`src/rtl/pipe_pkg.sv`:
```
// pipe_pkg: types and helpers shared by the preprocessing pipeline blocks
package pipe_pkg;
    localparam int DATA_W_DEF = 8;
    typedef enum logic {IDLE = 1'b0, ACTIVE = 1'b1} state_t;
    function automatic int min_cnt_w(input int img_w, input int img_h);
        return $clog2(img_w * img_h + 1);
    endfunction
endpackage

```
`src/rtl/sync_edge_det.sv`:
```
// sync_edge_det: registers VSYNC/HSYNC and flags their edges; delay regs reset high
module sync_edge_det (
    input  logic clk,
    input  logic rst_n,
    input  logic clear,
    input  logic vsync,
    input  logic hsync,
    output logic hs_q,
    output logic vs_rise,
    output logic vs_fall,
    output logic hs_fall
);
    logic vs_q;
    // Resetting high hides a frame already running when reset is released
    always_ff @(posedge clk or negedge rst_n) begin
        if (!rst_n) begin
            vs_q <= 1'b1;
            hs_q <= 1'b1;
        end else if (clear) begin
            vs_q <= 1'b1;
            hs_q <= 1'b1;
        end else begin
            vs_q <= vsync;
            hs_q <= hsync;
        end
    end
    assign vs_rise = vsync & ~vs_q;
    assign vs_fall = ~vsync & vs_q;
    assign hs_fall = ~hsync & hs_q;
endmodule

```
`src/rtl/frame_monitor.sv`:
```
// frame_monitor: per-frame pixel/line counts, geometry check and checksum of a VSYNC/HSYNC stream
module frame_monitor
    import pipe_pkg::*;
#(
    parameter int DATA_W   = DATA_W_DEF,
    parameter int CHANNELS = 1,
    parameter int IMG_W    = 768,
    parameter int IMG_H    = 512,
    parameter int CNT_W    = 20,
    parameter int CKSUM_W  = 32
) (
    input  logic                       HCLK,
    input  logic                       HRESETn,
    input  logic                       VSYNC,
    input  logic                       HSYNC,
    input  logic [DATA_W*CHANNELS-1:0] data,
    input  logic                       clear,
    output logic                       busy,
    output logic                       frame_done,
    output logic [CNT_W-1:0]           pix_cnt,
    output logic [CNT_W-1:0]           line_cnt,
    output logic [CNT_W-1:0]           frame_cnt,
    output logic [CKSUM_W-1:0]         checksum,
    output logic                       err_size,
    output logic                       err_sync
);
    localparam logic [CNT_W-1:0] CNT_MAX = '1;
    localparam logic [CNT_W-1:0] EXP_W   = CNT_W'(IMG_W);
    localparam logic [CNT_W-1:0] EXP_H   = CNT_W'(IMG_H);
    localparam logic [CNT_W-1:0] EXP_PIX = CNT_W'(IMG_W * IMG_H);

    if (CNT_W < min_cnt_w(IMG_W, IMG_H)) begin : g_cnt_w
        $error("frame_monitor: CNT_W too small for IMG_W*IMG_H");
    end

    state_t state, state_nx;
    logic hs_q, vs_rise, vs_fall, hs_fall;
    logic start, finish, count_en, line_end, act_first, size_viol, sync_viol;
    logic [CNT_W-1:0] pix_run, len_run, line_run;
    logic [CNT_W-1:0] pix_base, len_base, line_base, pix_nx, len_nx, line_nx;
    logic [CKSUM_W-1:0] sum_run, sum_base, sum_nx, pix_sum;

    sync_edge_det u_edge (
        .clk     (HCLK),
        .rst_n   (HRESETn),
        .clear   (clear),
        .vsync   (VSYNC),
        .hsync   (HSYNC),
        .hs_q    (hs_q),
        .vs_rise (vs_rise),
        .vs_fall (vs_fall),
        .hs_fall (hs_fall)
    );

    always_ff @(posedge HCLK or negedge HRESETn) begin
        if (!HRESETn)
            state <= IDLE;
        else
            state <= state_nx;
    end

    always_comb begin
        state_nx = clear ? IDLE :
                   (state == IDLE && vs_rise) ? ACTIVE :
                   (state == ACTIVE && vs_fall) ? IDLE : state;
    end

    always_comb begin
        busy = state == ACTIVE;
    end

    always_comb begin
        pix_sum = '0;
        for (int i = 0; i < CHANNELS; i++)
            pix_sum = pix_sum + CKSUM_W'(data[i*DATA_W +: DATA_W]);
    end

    // Accumulators restart on the VSYNC rise, which may itself carry a pixel
    always_comb begin
        start     = state == IDLE && vs_rise;
        finish    = state == ACTIVE && vs_fall;
        count_en  = HSYNC && (start || state == ACTIVE);
        line_end  = state == ACTIVE && (hs_fall || (vs_fall && (HSYNC || hs_q)));
        pix_base  = start ? '0 : pix_run;
        len_base  = start ? '0 : len_run;
        line_base = start ? '0 : line_run;
        sum_base  = start ? '0 : sum_run;
        pix_nx    = pix_base + CNT_W'(count_en && pix_base != CNT_MAX);
        len_nx    = len_base + CNT_W'(count_en && len_base != CNT_MAX);
        line_nx   = line_base + CNT_W'(line_end);
        sum_nx    = sum_base + (count_en ? pix_sum : '0);
        size_viol = (count_en && (pix_nx == CNT_MAX || len_nx == CNT_MAX)) ||
                    (line_end && len_nx != EXP_W) ||
                    (finish && (line_nx != EXP_H || pix_nx != EXP_PIX));
        sync_viol = (state == IDLE && HSYNC && !vs_rise) ||
                    (state == ACTIVE && vs_rise) ||
                    (finish && act_first);
    end

    always_ff @(posedge HCLK or negedge HRESETn) begin
        if (!HRESETn) begin
            act_first  <= 1'b0;
            pix_run    <= '0;
            len_run    <= '0;
            line_run   <= '0;
            sum_run    <= '0;
            frame_done <= 1'b0;
            pix_cnt    <= '0;
            line_cnt   <= '0;
            frame_cnt  <= '0;
            checksum   <= '0;
            err_size   <= 1'b0;
            err_sync   <= 1'b0;
        end else if (clear) begin
            act_first  <= 1'b0;
            frame_done <= 1'b0;
            pix_cnt    <= '0;
            line_cnt   <= '0;
            frame_cnt  <= '0;
            checksum   <= '0;
            err_size   <= 1'b0;
            err_sync   <= 1'b0;
        end else begin
            act_first  <= start;
            pix_run    <= pix_nx;
            len_run    <= line_end ? '0 : len_nx;
            line_run   <= line_nx;
            sum_run    <= sum_nx;
            frame_done <= finish;
            if (finish) begin
                pix_cnt   <= pix_nx;
                line_cnt  <= line_nx;
                checksum  <= sum_nx;
                frame_cnt <= frame_cnt + CNT_W'(1);
            end
            err_size <= err_size | size_viol;
            err_sync <= err_sync | sync_viol;
        end
    end
endmodule

```
`config.mk`:
```
export PLATFORM = sky130hd
export DESIGN_NAME = frame_monitor
export DESIGN_NICKNAME = d
export VERILOG_FILES = /design/src/rtl/pipe_pkg.sv /design/src/rtl/sync_edge_det.sv /design/src/rtl/frame_monitor.sv
export SDC_FILE = /design/constraint.sdc
export NUM_CORES = 1
export LEC_CHECK = 0
export CORE_ASPECT_RATIO = 1.1
export CORE_MARGIN = 3
export CORE_UTILIZATION = 35
export CTS_CLUSTER_DIAMETER = 60
export DETAILED_ROUTE_END_ITERATION = 6
export GPL_TIMING_DRIVEN = 0
export PLACE_DENSITY = 0.54
export SETUP_SLACK_MARGIN = 0.02
export SLEW_MARGIN = 15
export SYNTH_ARGS = -nofsm -noshare
export SYNTH_HDL_FRONTEND = slang
export SYNTH_SLANG_ARGS = --single-unit
```
`constraint.sdc`:
```
create_clock -name HCLK -period 4.66 [get_ports HCLK]
set_input_delay 1.398 -clock HCLK [delete_from_list [all_inputs] [get_ports HCLK]]
set_output_delay 1.398 -clock HCLK [all_outputs]
set_load 0.02 [all_outputs]
```
# Yosys cells after proc, flatten, opt, wreduce, memory -nomap -nowiden
# Index checks and enable logic that the tools add are counted.
# W data, S select, Z words.
# op_classes
n_reduce_logical,26
n_bitwise,9
n_addsub,5
n_eq_ne,7
mux,23
# ops
op,n
$mux W20,10
$mux W32,3
$add A20 B1 Y20,3
$eq A20 B20 Y1 const B,2
$ne A20 B10 Y1 const B,2
$ne A20 B20 Y1 const B,2
$add A32 B8 Y32,1
$add A20 B1 Y20 const B,1
$ne A20 B19 Y1 const B,1
$logic_and A1 B1 Y1,14
$logic_or A1 B1 Y1,9
$mux W1,9
$mux W8,1
$not A1 Y1,4
$and A1 B1 Y1,3
$reduce_bool A3 Y1,1
$or A1 B1 Y1,2
$reduce_bool A2 Y1,1
$logic_not A1 Y1,1
# word_totals
elab_cells,85
ff_bits,191

# Depth between registers and ports, before layout
# Gate-level depths: netlist (run 1).
# logic_depth
depth_word,14
mapped_depth,19

# Cells and area by module
# A second synthesis (run 1) with hierarchy kept.
# hier_totals
hier_cells,1215
hier_area_um2,10517.6
# modules_own_cells
module,area_each_um2,n_inst,cells_each
frame_monitor,10432.5,1,1208
sync_edge_det,85.1,1,7

# Worst setup path before layout (run 1)
# No wires, ideal clock.
# synth_path
path_type,input-to-reg
startpoint,input port VSYNC
endpoint,register err_size
path_buffers,6
path_stages,18
required_time_ps,4572
arrival_time_ps,5335
path_slack_ps,-764
cell_sequence,or3b_1 -> clkbuf_1 -> clkbuf_1 -> clkbuf_1 -> clkbuf_1 -> clkbuf_1 -> and2_1 -> ha_1 -> ha_1 -> clkbuf_1 -> nand3_1 -> or4_1 -> nor3_1 -> o22ai_1 -> nor4_1 -> nand4_1 -> a22o_1 -> a41oi_1
# synth_via
elab_chain_cells,13
word_cells_on_any_way,34
cone_classes,add/sub: 3; eq/ne: 7; mux: 4; bitwise: 4; reduce/logical: 16
# synth_lines
item,line,source
from (decl),frame_monitor.sv:14,"input logic VSYNC,"
$and A1 B1 Y1,sync_edge_det.sv:27,assign vs_rise = vsync & ~vs_q;
$logic_and A1 B1 Y1,frame_monitor.sv:80,start = state == IDLE && vs_rise;
$mux W20 (tied with other cells),frame_monitor.sv:84,pix_base = start ? '0 : pix_run;
$ne A20 B20 Y1 (tied with other cells),frame_monitor.sv:88,pix_nx = pix_base + CNT_W'(count_en && pix_base != CNT_MAX);
$logic_and A1 B1 Y1 (on tied branches),"frame_monitor.sv:88, frame_monitor.sv:89",
$add A20 B1 Y20 (on tied branches),"frame_monitor.sv:88, frame_monitor.sv:89",
$eq A20 B20 Y1,frame_monitor.sv:92,size_viol = (count_en && (pix_nx == CNT_MAX || len_nx == CNT_MAX)) ||
$logic_or A1 B1 Y1,frame_monitor.sv:92,
$logic_and A1 B1 Y1,frame_monitor.sv:92,
$logic_or A1 B1 Y1,frame_monitor.sv:92,
$logic_or A1 B1 Y1 (*),frame_monitor.sv:93,(line_end && len_nx != EXP_W) ||
$or A1 B1 Y1 (*),frame_monitor.sv:136,err_size <= err_size | size_viol;
$mux W1 (*),frame_monitor.sv:114,end else if (clear) begin
to (signal assigned),frame_monitor.sv:136,
to (decl),frame_monitor.sv:24,"output logic err_size,"
# Mark *: on every way between the ends. The rest lies on a longest branch, timed or not.
# A chain may end at the register's enable or synchronous reset.

# Worst setup path after layout (run 1)
# Same ends and word-level chain as after synthesis.

==> impl_metrics.toml, run 1 <==
[outcome]
status = "finished with violations"
violations = "setup timing"

[die]
start_util_pct = 35.7
rows = 66
fp.dieH_um = 189
io_pins = 109
die_w_um = 172
core_area_mm2 = 0.0298
die-area_mm2 = 0.0326

[clock_network]
clk_path_buf_depth = 2
cts_hold_buf = 0
cts_tree = "built"
path_clk_slew_ns = 0.07
cts_buffers = 17
clk_latency_ns = 0.45
h-tree-depth = 4
cts_root_buf = "clkbuf_16"
clock_sinks = 191

[global_route]
grt_pass1_wl_mm = 55.0
grt_usage_pct = 21.8
grt_max_degree = 81
grt_overflow_total = 0
grt_pass1_vias = 9621
antenna_found_initial = 1

[worst_setup_path]
cp-end-kind = "flip-flop"
start_kind = "input port"
cp_slowest_cell = "o21ai_0"
critPathKind = "in -> reg"
crit_fanout = 10
crit_chain = "buf_12 > nor2b_1 > o21ai_0 > a21oi_1 > ha_4 > ha_4 > clkbuf_8 > or4_4 > a211oi_2 > a31oi_1 > or4_1 > nor4_1 > a22o_1 > a41oi_2"
critPathTopFamily = "compound AO/OA/AOI/OAI gates"
worstPathArrival_ns = 5.00
slowest_delay_ns = 0.63
critPathBufInv = 2
required_ns = 4.93
crit_top_cell = "ha_4"

[yosys]
synthCells = 1252
async_flop_share_pct = 100
synth.distinct_cells = 65
synth_warnings = 0
synth-seq-area-share_pct = 44.9
syn_nets = 1281
synthFlopType = "dfrtp_1"
netlist_area_mm2 = 0.0106
synth-edff-count = 0
ys_ff_latch = 191
syn_area_per_cell_um2 = 8.51

[sta]
finalHoldViolations = 0
finalCriticalPeriod_ns = 4.73
fin_crit_sh_pct = 102
fin_tns_setup_ns = -0.0720
timing.hold.ws_ns = 0.479
slew_headroom_pct = 20.7
skew_ns = 0.0127
setup_viol = 1
fin_ws_ns = -0.0720
slew_viol_final = 0
rsz0062_at_grt = "true"
worst_pin_slew_ns = 1.18
timing.fmax_mhz = 211

[placement]
dpl.cell_count = 1769
port_buffers = 107
dpl.hpwl_mm = 25.1
place_ws_ns = -2.07
gp_congestion = 0.917

[route]
vias_per_cell = 5.47
remaining_drc_errors = 0
wire_per_inst_um = 19.4
drtAntennaViolNets = 0
drtPass1Iterations = 5
drtIter0Drc = 870
via_count = 9951
drt_wl_total_mm = 35.3

[cells_and_area]
num-nets-final = 1429
drive_gt1_share_pct = 10.1
final_cell_mix = "dfrtp_1 (189), nand2_1 (173), nor2_1 (144)"
fin_cells = 1818
syn_to_final_growth_pct = 26.6
diodes = 0
final_common_cell = "dfrtp_1"

[hold_path]
hp-class = "reg -> reg"

[power]
p_leak_nw = 5.30
power_density_mw_per_mm2 = 284
fin_total_pwr_mw = 3.82
ir_drop_mv = 0.186

[run]
cap_violations = 0
[state kept, by name, indices dropped and copies added (netlist names)]
register     flops
pix_cnt         20
line_cnt        20
frame_cnt       20
u_edge.vs_q      1
busy             1
err_size         1
err_sync         1
checksum        32
frame_done       1
act_first        1
pix_run         20
len_run         20
u_edge.hs_q      1
line_run        20
sum_run         32
[cells by family (layout without fill, tap and decap cells)]
kind of cell | count (synthesis) | count (layout) | synth area share, %
xor gates and xnor gates | 72 | 72 | 5.92
muxes | 13 | 13 | 1.33
DFF | 191 | 191 | 44.9
and+or+nand+nor | 560 | 560 | 25.3
buffers and inverters | 109 | 267 | 3.94
AOI/OAI and AO/OA | 291 | 291 | 16.6
adders and majority gates | 16 | 16 | 1.95
[synthesized netlist by cell type, types with 10 or more instances]
| library cell | number | area, µm² |
|---|---|---|
| a211oi_1 | 26 | 195 |
| a21oi_1 | 77 | 385 |
| a22o_1 | 10 | 87.6 |
| a31oi_1 | 10 | 62.6 |
| and2_1 | 28 | 175 |
| and3_1 | 14 | 87.6 |
| clkbuf_1 | 75 | 282 |
| dfrtp_1 | 189 | 4730 |
| ha_1 | 15 | 188 |
| inv_1 | 23 | 86.3 |
| nand2_1 | 175 | 657 |
| nand3_1 | 47 | 235 |
| nand4_1 | 28 | 175 |
| nor2_1 | 145 | 544 |
| nor3_1 | 31 | 155 |
| nor4_1 | 27 | 169 |
| o21ai_0 | 96 | 480 |
| o31ai_1 | 15 | 113 |
| or3_1 | 11 | 68.8 |
| or4_1 | 10 | 75.1 |
| xnor2_1 | 34 | 298 |
| xor2_1 | 38 | 333 |
[path summary, 6_finish.rpt]
| kind | startpoint | to | slack, ns | cells past startpoint |
|---|---|---|---|---|
| max in group asynchronous | HRESETn | pix_run[13] | 3.00 | 2 |
| worst max-delay path | VSYNC | err_size | -0.07 | 14 |
| worst min-delay path | sum_run[3] | sum_run[3] | 0.48 | 2 |
| min in group asynchronous | HRESETn | checksum[23] | 0.87 | 1 |
| worst min register to register | sum_run[3] | sum_run[3] | 0.48 | 2 |
| worst max register to register | pix_run[3] | err_size | 0.27 | 16 |
[worst min-delay path, delay by kind of cell, from the launching register on]
kind / cells / cell delay (ns)
DFF: 1 / 0.34
AOI/OAI and AO/OA: 1 / 0.06
and+or+nand+nor: 1 / 0.05
[per-layer routing]
layer / global-route usage [%] / vias to the layer above / routed length [µm]
li1: - / 4721 / -
met1: 30.1 / 4858 / 16000
met2: 35.6 / 319 / 16700
met3: 2.88 / 53 / 1670
met4: 6.36 / 0 / 933
met5: 0 / - / 0
[metrics by stage]
stage          cell area (µm²)  util [%]
2_1_floorplan            10800         -
3_3_place_gp             12300      41.4
3_5_place_dp             12400      41.6
4_1_cts                  13400      44.8
5_1_grt                  13500      45.2
6_report                 13500      45.2
[where the power goes]
part | internal (mW) | switching (mW) | total [mW] | leakage, nW
Clock | 0.798 | 0.666 | 1.46 | 0.260
Combinational | 0.230 | 0.369 | 0.599 | 2.40
Sequential | 1.72 | 0.0426 | 1.76 | 2.64
[final cells by class]
cell class                      count  area [µm²]
Fill cell                        2972       16300
Multi-Input combinational cell    952        5780
Sequential cell                   191        4780
Timing Repair Buffer              133        1320
Tap cell                          408         510
Clock buffer                       20         447
Buffer                             82         437
Clock inverter                      9         113
Inverter                           23        88.8
[timing repair]
item | in CTS | in global routing
endpoints found under the setup margin | 122 | 33
buffers inserted | 18 | 6
gates resized for setup | 64 | 30
pin swaps | 19 | 13
Note: power is estimated with default switching activity, not from simulation.
==> inputs of run 2 (changes only) <==
--- a/config.mk
+++ b/config.mk
@@ -6,7 +6,6 @@
 export NUM_CORES = 1
 export LEC_CHECK = 0
 export CORE_ASPECT_RATIO = 1.1
-export CORE_MARGIN = 3
 export CORE_UTILIZATION = 35
 export CTS_CLUSTER_DIAMETER = 60
 export DETAILED_ROUTE_END_ITERATION = 6
==> constraint.sdc (replaced) <==
create_clock -name HCLK -period 4.03 [get_ports HCLK]
set_input_delay 1.209 -clock HCLK [delete_from_list [all_inputs] [get_ports HCLK]]
set_output_delay 1.209 -clock HCLK [all_outputs]
set_load 0.02 [all_outputs]
==> run 2 against run 1 <==
Compared with the run above:
- the run still ends with setup timing left
- core utilization up 2.3 points
- combinational power up 29%
- clock-buffer cell count is 3 lower
- final cell count fell by 0.22%
- register-to-register slack got worse by 0.62 ns
- global-route usage increased by 2.0 points
- clock skew barely moved
- wire length grew 3.1%
- clock power up 18%
- first-iteration DRC count fell by 14%
- critical endpoint unchanged
- largest power group unchanged
==> impl_metrics.toml, run 2 (synthesis gave the netlist of run 1 again) <==
[clock_network]
clk_path_buf_depth = 2
cts_buffers = 17
cts_hold_buf = 0
cts_root_buf = "clkbuf_16"
path_clk_slew_ns = 0.09
clock_sinks = 191
cts_tree = "built"
clk_latency_ns = 0.45
h-tree-depth = 4

[die]
fp.dieH_um = 185
rows = 66
die-area_mm2 = 0.0311
start_util_pct = 35.8
die_w_um = 168
core_area_mm2 = 0.0297
io_pins = 109

[hold_path]
min_path_cells = 2
hold_start = "sum_run[5]"
hp-class = "reg -> reg"
min_to = "sum_run[5]"

[cells_and_area]
fillers = 2911
syn_to_final_growth_pct = 32.6
drive_gt1_share_pct = 15.3
fin_cells = 1814
num-nets-final = 1456
biggestRegsByFlops = "checksum: 32 flops, sum_run: 32 flops"
diodes = 0
final_cell_mix = "dfrtp_1 (189), nand2_1 (173), nor2_1 (141)"
final_common_cell = "dfrtp_1"

[worst_setup_path]
slowest_delay_ns = 0.42
r2r_setup_slack_ns = -0.35
r2r-end = "err_size"
cp-end-kind = "flip-flop"
rr_startpoint = "pix_run[8]"
critPathKind = "in -> reg"
start_kind = "input port"
crit_top_cell = "clkbuf_16"
required_ns = 4.32
crit_fanout = 4
cp_slowest_cell = "o41ai_2"
worstPathArrival_ns = 4.91
worstRegToRegCells = 16
crit_chain = "buf_8 > or3b_4 > clkbuf_16 > clkbuf_16 > clkbuf_16 > and2_4 > a41oi_4 > buf_6 > ha_4 > or3_4 > a2111oi_4 > nand4_1 > nor4_4 > nand4_1 > o41ai_2 > a41oi_2"

[power]
ir_drop_mv = 0.272
p_leak_nw = 5.66
power_density_mw_per_mm2 = 320

[placement]
dpl.cell_count = 1735
dpl.hpwl_mm = 25.4
port_buffers = 107
gp_congestion = 0.841

[route]
drtIter0Drc = 748
drtPass1Iterations = 5
drt_wl_total_mm = 36.4
drtAntennaViolNets = 0
via_count = 10120
wire_per_inst_um = 20.0
remaining_drc_errors = 0
vias_per_cell = 5.58

[global_route]
grt_pass1_vias = 9780
grt_usage_pct = 23.8
grt_max_degree = 83
antenna_found_initial = 0
grt_overflow_total = 0
grt_pass1_wl_mm = 56.3

[sta]
slew_headroom_pct = 30.3
slew_viol_final = 0
fin_ws_ns = -0.582
worst_pin_slew_ns = 1.04
rsz0062_at_grt = "true"
setup_viol = 1
finalHoldViolations = 0
finalCriticalPeriod_ns = 4.61
fin_tns_setup_ns = -0.582
timing.fmax_mhz = 217
fin_crit_sh_pct = 114
skew_ns = 0.0128

[outcome]
violations = "setup timing"
status = "finished with violations"

[run]
cap_violations = 0
[run 2: cell count changes in the layout (fill, tap and decap cells not counted), moves of 4 or more]
cell      before  now
o21ai_0       89   68
nor4_4         2    8
buf_4         24   44
nor4_1        20   15
a21oi_1       74   69
o21ai_1        9   28
clkbuf_1      61   56
nor3b_1        4    0
buf_6          3    7
[run 2: final cells by class]
cell class | count | area, µm² | share of cell area, %
Inverter | 23 | 88.8 | 0.629
Clock buffer | 17 | 425 | 3.01
Clock inverter | 15 | 151 | 1.07
Timing Repair Buffer | 161 | 1580 | 11.2
Sequential cell | 191 | 4780 | 33.9
Buffer | 81 | 472 | 3.34
Tap cell | 374 | 468 | 3.31
Multi-Input combinational cell | 952 | 6160 | 43.6
[run 2: worst max path at each step]
| stage | start | to | slack [ns] | cells past startpoint |
|---|---|---|---|---|
| CTS | VSYNC | err_size | -0.52 | 20 |
| detailed placement | VSYNC | err_size | -2.55 | 19 |
| global route | VSYNC | err_size | -0.69 | 16 |
| finish | VSYNC | err_size | -0.58 | 16 |
| global placement | HRESETn | pix_cnt[4] | -6.89 | 1 |
| floorplan | VSYNC | err_size | -0.67 | 17 |
[run 2: stage by stage]
step | power, mW | utilization [%] | hold WS (ns) | cell area, µm² | setup WS [ns]
after global placement | 2.68 | 42.1 | 0.454 | 12500 | -6.89
final | 4.52 | 47.5 | 0.476 | 14100 | -0.582
after global routing | 4.69 | 47.5 | 0.506 | 14100 | -0.687
after detailed placement | 2.69 | 42.3 | 0.464 | 12600 | -2.55
after floorplan | 2.45 | - | 0.442 | 11000 | -0.672
after CTS | 4.52 | 47.0 | 0.481 | 14000 | -0.524
[run 2: worst max-delay path, delay by kind of cell]
kind	cells	cell delay, ns
compound gates	4	1.10
fa+ha+maj	1	0.20
buf+inv	5	0.68
simple gates	6	1.70
[run 2: per-layer routing]
layer	track usage, %	vias to the layer above	part of all wire [%]	wire [µm]
met5	0	-	0	0
met1	30.5	5009	43	15800
li1	-	4789	-	-
met2	40.3	261	49	17800
met3	3.42	61	5.1	1840
met4	9.31	0	2.7	992
[run 2: what timing repair did]
item | CTS | global route
buffers inserted | 39 | 13
setup endpoints to repair | 140 | 57
cloned | 2 | 0
resized for setup | 116 | 26
pin swaps | 48 | 27
[run 2: power breakdown]
group / internal, mW / switching [mW]
clock network: 0.826 / 0.889
registers: 1.98 / 0.0495
logic: 0.319 / 0.456
==> inputs of run 3 (changes only) <==
--- a/config.mk
+++ b/config.mk
@@ -5,7 +5,7 @@
 export SDC_FILE = /design/constraint.sdc
 export NUM_CORES = 1
 export LEC_CHECK = 0
-export CORE_ASPECT_RATIO = 1.1
+export CORE_ASPECT_RATIO = 0.5
 export CORE_UTILIZATION = 35
 export CTS_CLUSTER_DIAMETER = 60
 export DETAILED_ROUTE_END_ITERATION = 6
==> run 3 against run 2 <==
Compared with the run above:
- global-route usage up 0.66 points
- sequential power about the same
- the run still ends with setup timing left
- largest cell class unchanged
- critical endpoint unchanged
- flip-flop and latch count unchanged
- worst hold slack better by 0.0016 ns
- critical path depth down 1
- register-to-register slack better by 0.19 ns
==> impl_metrics.toml, run 3 (synthesis gave the netlist of run 1 again) <==
[cells_and_area]
final_cell_mix = "dfrtp_1 (189), nand2_1 (173), nor2_1 (139)"
syn_to_final_growth_pct = 34.7
num-nets-final = 1463
fillers = 2775
diodes = 0
final_common_cell = "dfrtp_1"
drive_gt1_share_pct = 17.2
postLayoutCoreUtil_pct = 48.7
biggestRegsByFlops = "checksum: 32 flops, sum_run: 32 flops"

[sta]
finalCriticalPeriod_ns = 4.41
finalHoldViolations = 0
setup_viol = 24
rsz0062_at_grt = "true"
slew_headroom_pct = 21.9
fin_tns_setup_ns = -1.64
fin_crit_sh_pct = 109
worst_pin_slew_ns = 1.17
fin_ws_ns = -0.381
skew_ns = 0.0147
slew_viol_final = 0
timing.fmax_mhz = 227

[global_route]
grt_pass1_wl_mm = 58.3
grt.busiest_layer = "met2"
met1_usage_pct = 34.9
grt_pass1_vias = 9971
grt_max_degree = 90
grt.met3_usage_pct = 5.02
antenna_found_initial = 0
grt_usage_pct = 24.4
grt_overflow_total = 0
use_met2_pct = 37.6

[route]
drtIter0Drc = 904
drtAntennaViolNets = 0
drtPass1Iterations = 5
remaining_drc_errors = 0
vias_per_cell = 5.64
drt_wl_total_mm = 37.5
wire_per_inst_um = 20.4
via_count = 10372

[worst_setup_path]
required_ns = 4.33
start_kind = "input port"
cp-end-kind = "flip-flop"
crit_fanout = 10
critPathKind = "in -> reg"
worstPathArrival_ns = 4.71
rr_startpoint = "pix_run[8]"
worstRegToRegCells = 16
critPathLaunch = "VSYNC"

[power]
p_sw_mw = 1.36
ir_drop_mv = 0.300
combPwrFrac_pct = 17.4
power_density_mw_per_mm2 = 321
p_int_mw = 3.24
swShare_pct = 29.6
p_leak_nw = 5.75
power.share.clock_pct = 38.3
p_seq_share_pct = 44.3

[clock_network]
path_clk_slew_ns = 0.08
cts_buffers = 17
cts_root_buf = "clkbuf_16"
clk_latency_ns = 0.46
clk_path_buf_depth = 2
h-tree-depth = 4
cts_hold_buf = 0
cts_tree = "built"
clock_sinks = 191

[hold_path]
min_path_cells = 2
hold_start = "sum_run[3]"
hp-class = "reg -> reg"

[placement]
gp_congestion = 0.894
port_buffers = 107
dpl.hpwl_mm = 26.1

[die]
die-area_mm2 = 0.0312
rows = 44
die_w_um = 249
core_area_mm2 = 0.0295
io_pins = 109
fp.dieH_um = 125
start_util_pct = 36.2

[outcome]
status = "finished with violations"
violations = "setup timing"

[run]
cap_violations = 0
[run 3: cell count changes in the layout (fill, tap and decap cells not counted), sizes merged]
cell / previous run / this run
clkbuf: 85 / 86
inv: 30 / 27
clkinv: 6 / 4
clkdlybuf4s15: 1 / 0
buf: 69 / 77
clkinvlp: 2 / 4
bufinv: 0 / 2
[run 3: worst max-delay path, stage by stage]
cell and delay (ns):
buf_8 0.10, buf_4 0.13, nor2b_1 0.16, o21ai_0 0.54
a21oi_1 0.17, ha_4 0.24, ha_4 0.15, clkbuf_8 0.15
or4_4 0.51, a211oi_2 0.23, a31oi_1 0.08, or4_1 0.52
nor4_1 0.20, a22o_1 0.22, a41oi_1 0.10
[run 3: metrics by stage]
stage / hold slack (ns) / instance area (µm²) / instances / setup slack, ns / power [mW]
2_1_floorplan: 0.442 / 11000 / 1252 / -0.672 / 2.45
3_3_place_gp: 0.454 / 12500 / 1750 / -6.55 / 2.68
3_5_place_dp: 0.463 / 12600 / 1752 / -2.40 / 2.70
4_1_cts: 0.481 / 13900 / 1821 / -0.629 / 4.57
5_1_grt: 0.521 / 14300 / 1838 / -0.450 / 4.78
6_report: 0.478 / 14300 / 1838 / -0.381 / 4.60
[run 3: path summary, 6_finish.rpt]
kind / slack, ns / to
max reg2reg: -0.16 / err_size
min reg2reg: 0.48 / sum_run[3]
max: -0.38 / err_size
min: 0.48 / sum_run[3]
max in group asynchronous: 2.24 / checksum[15]
min in group asynchronous: 0.66 / line_run[11]
[run 3: final cells by class]
type / count / area, µm² / area share (%)
multi-input combinational: 952 / 6310 / 44.0
tap: 391 / 489 / 3.41
clock buffer: 18 / 429 / 2.99
inverter: 23 / 90.1 / 0.628
sequential: 191 / 4780 / 33.3
timing repair buffer: 166 / 1610 / 11.2
buffer: 83 / 477 / 3.32
clock inverter: 14 / 156 / 1.09
[run 3: power by group through the flow]
stage	logic [mW]	registers, mW	clock network (mW)
final	0.801	2.04	1.76
after detailed placement	0.628	2.07	0
after global placement	0.607	2.07	0
after global routing	0.866	2.04	1.87
after CTS	0.742	2.03	1.79
after floorplan	0.379	2.07	0
[run 3: timing repair]
action | in CTS | in global routing
resized for setup | 110 | 81
setup buffers | 36 | 22
pin swaps | 43 | 55
endpoints found under the setup margin | 140 | 71
cloned | 1 | 0
[run 3: per-layer routing]
metal / wire (µm) / up-vias
met4: 582 / 0
li1: - / 4806
met5: 0 / -
met1: 17800 / 5214
met3: 2190 / 42
met2: 17000 / 310
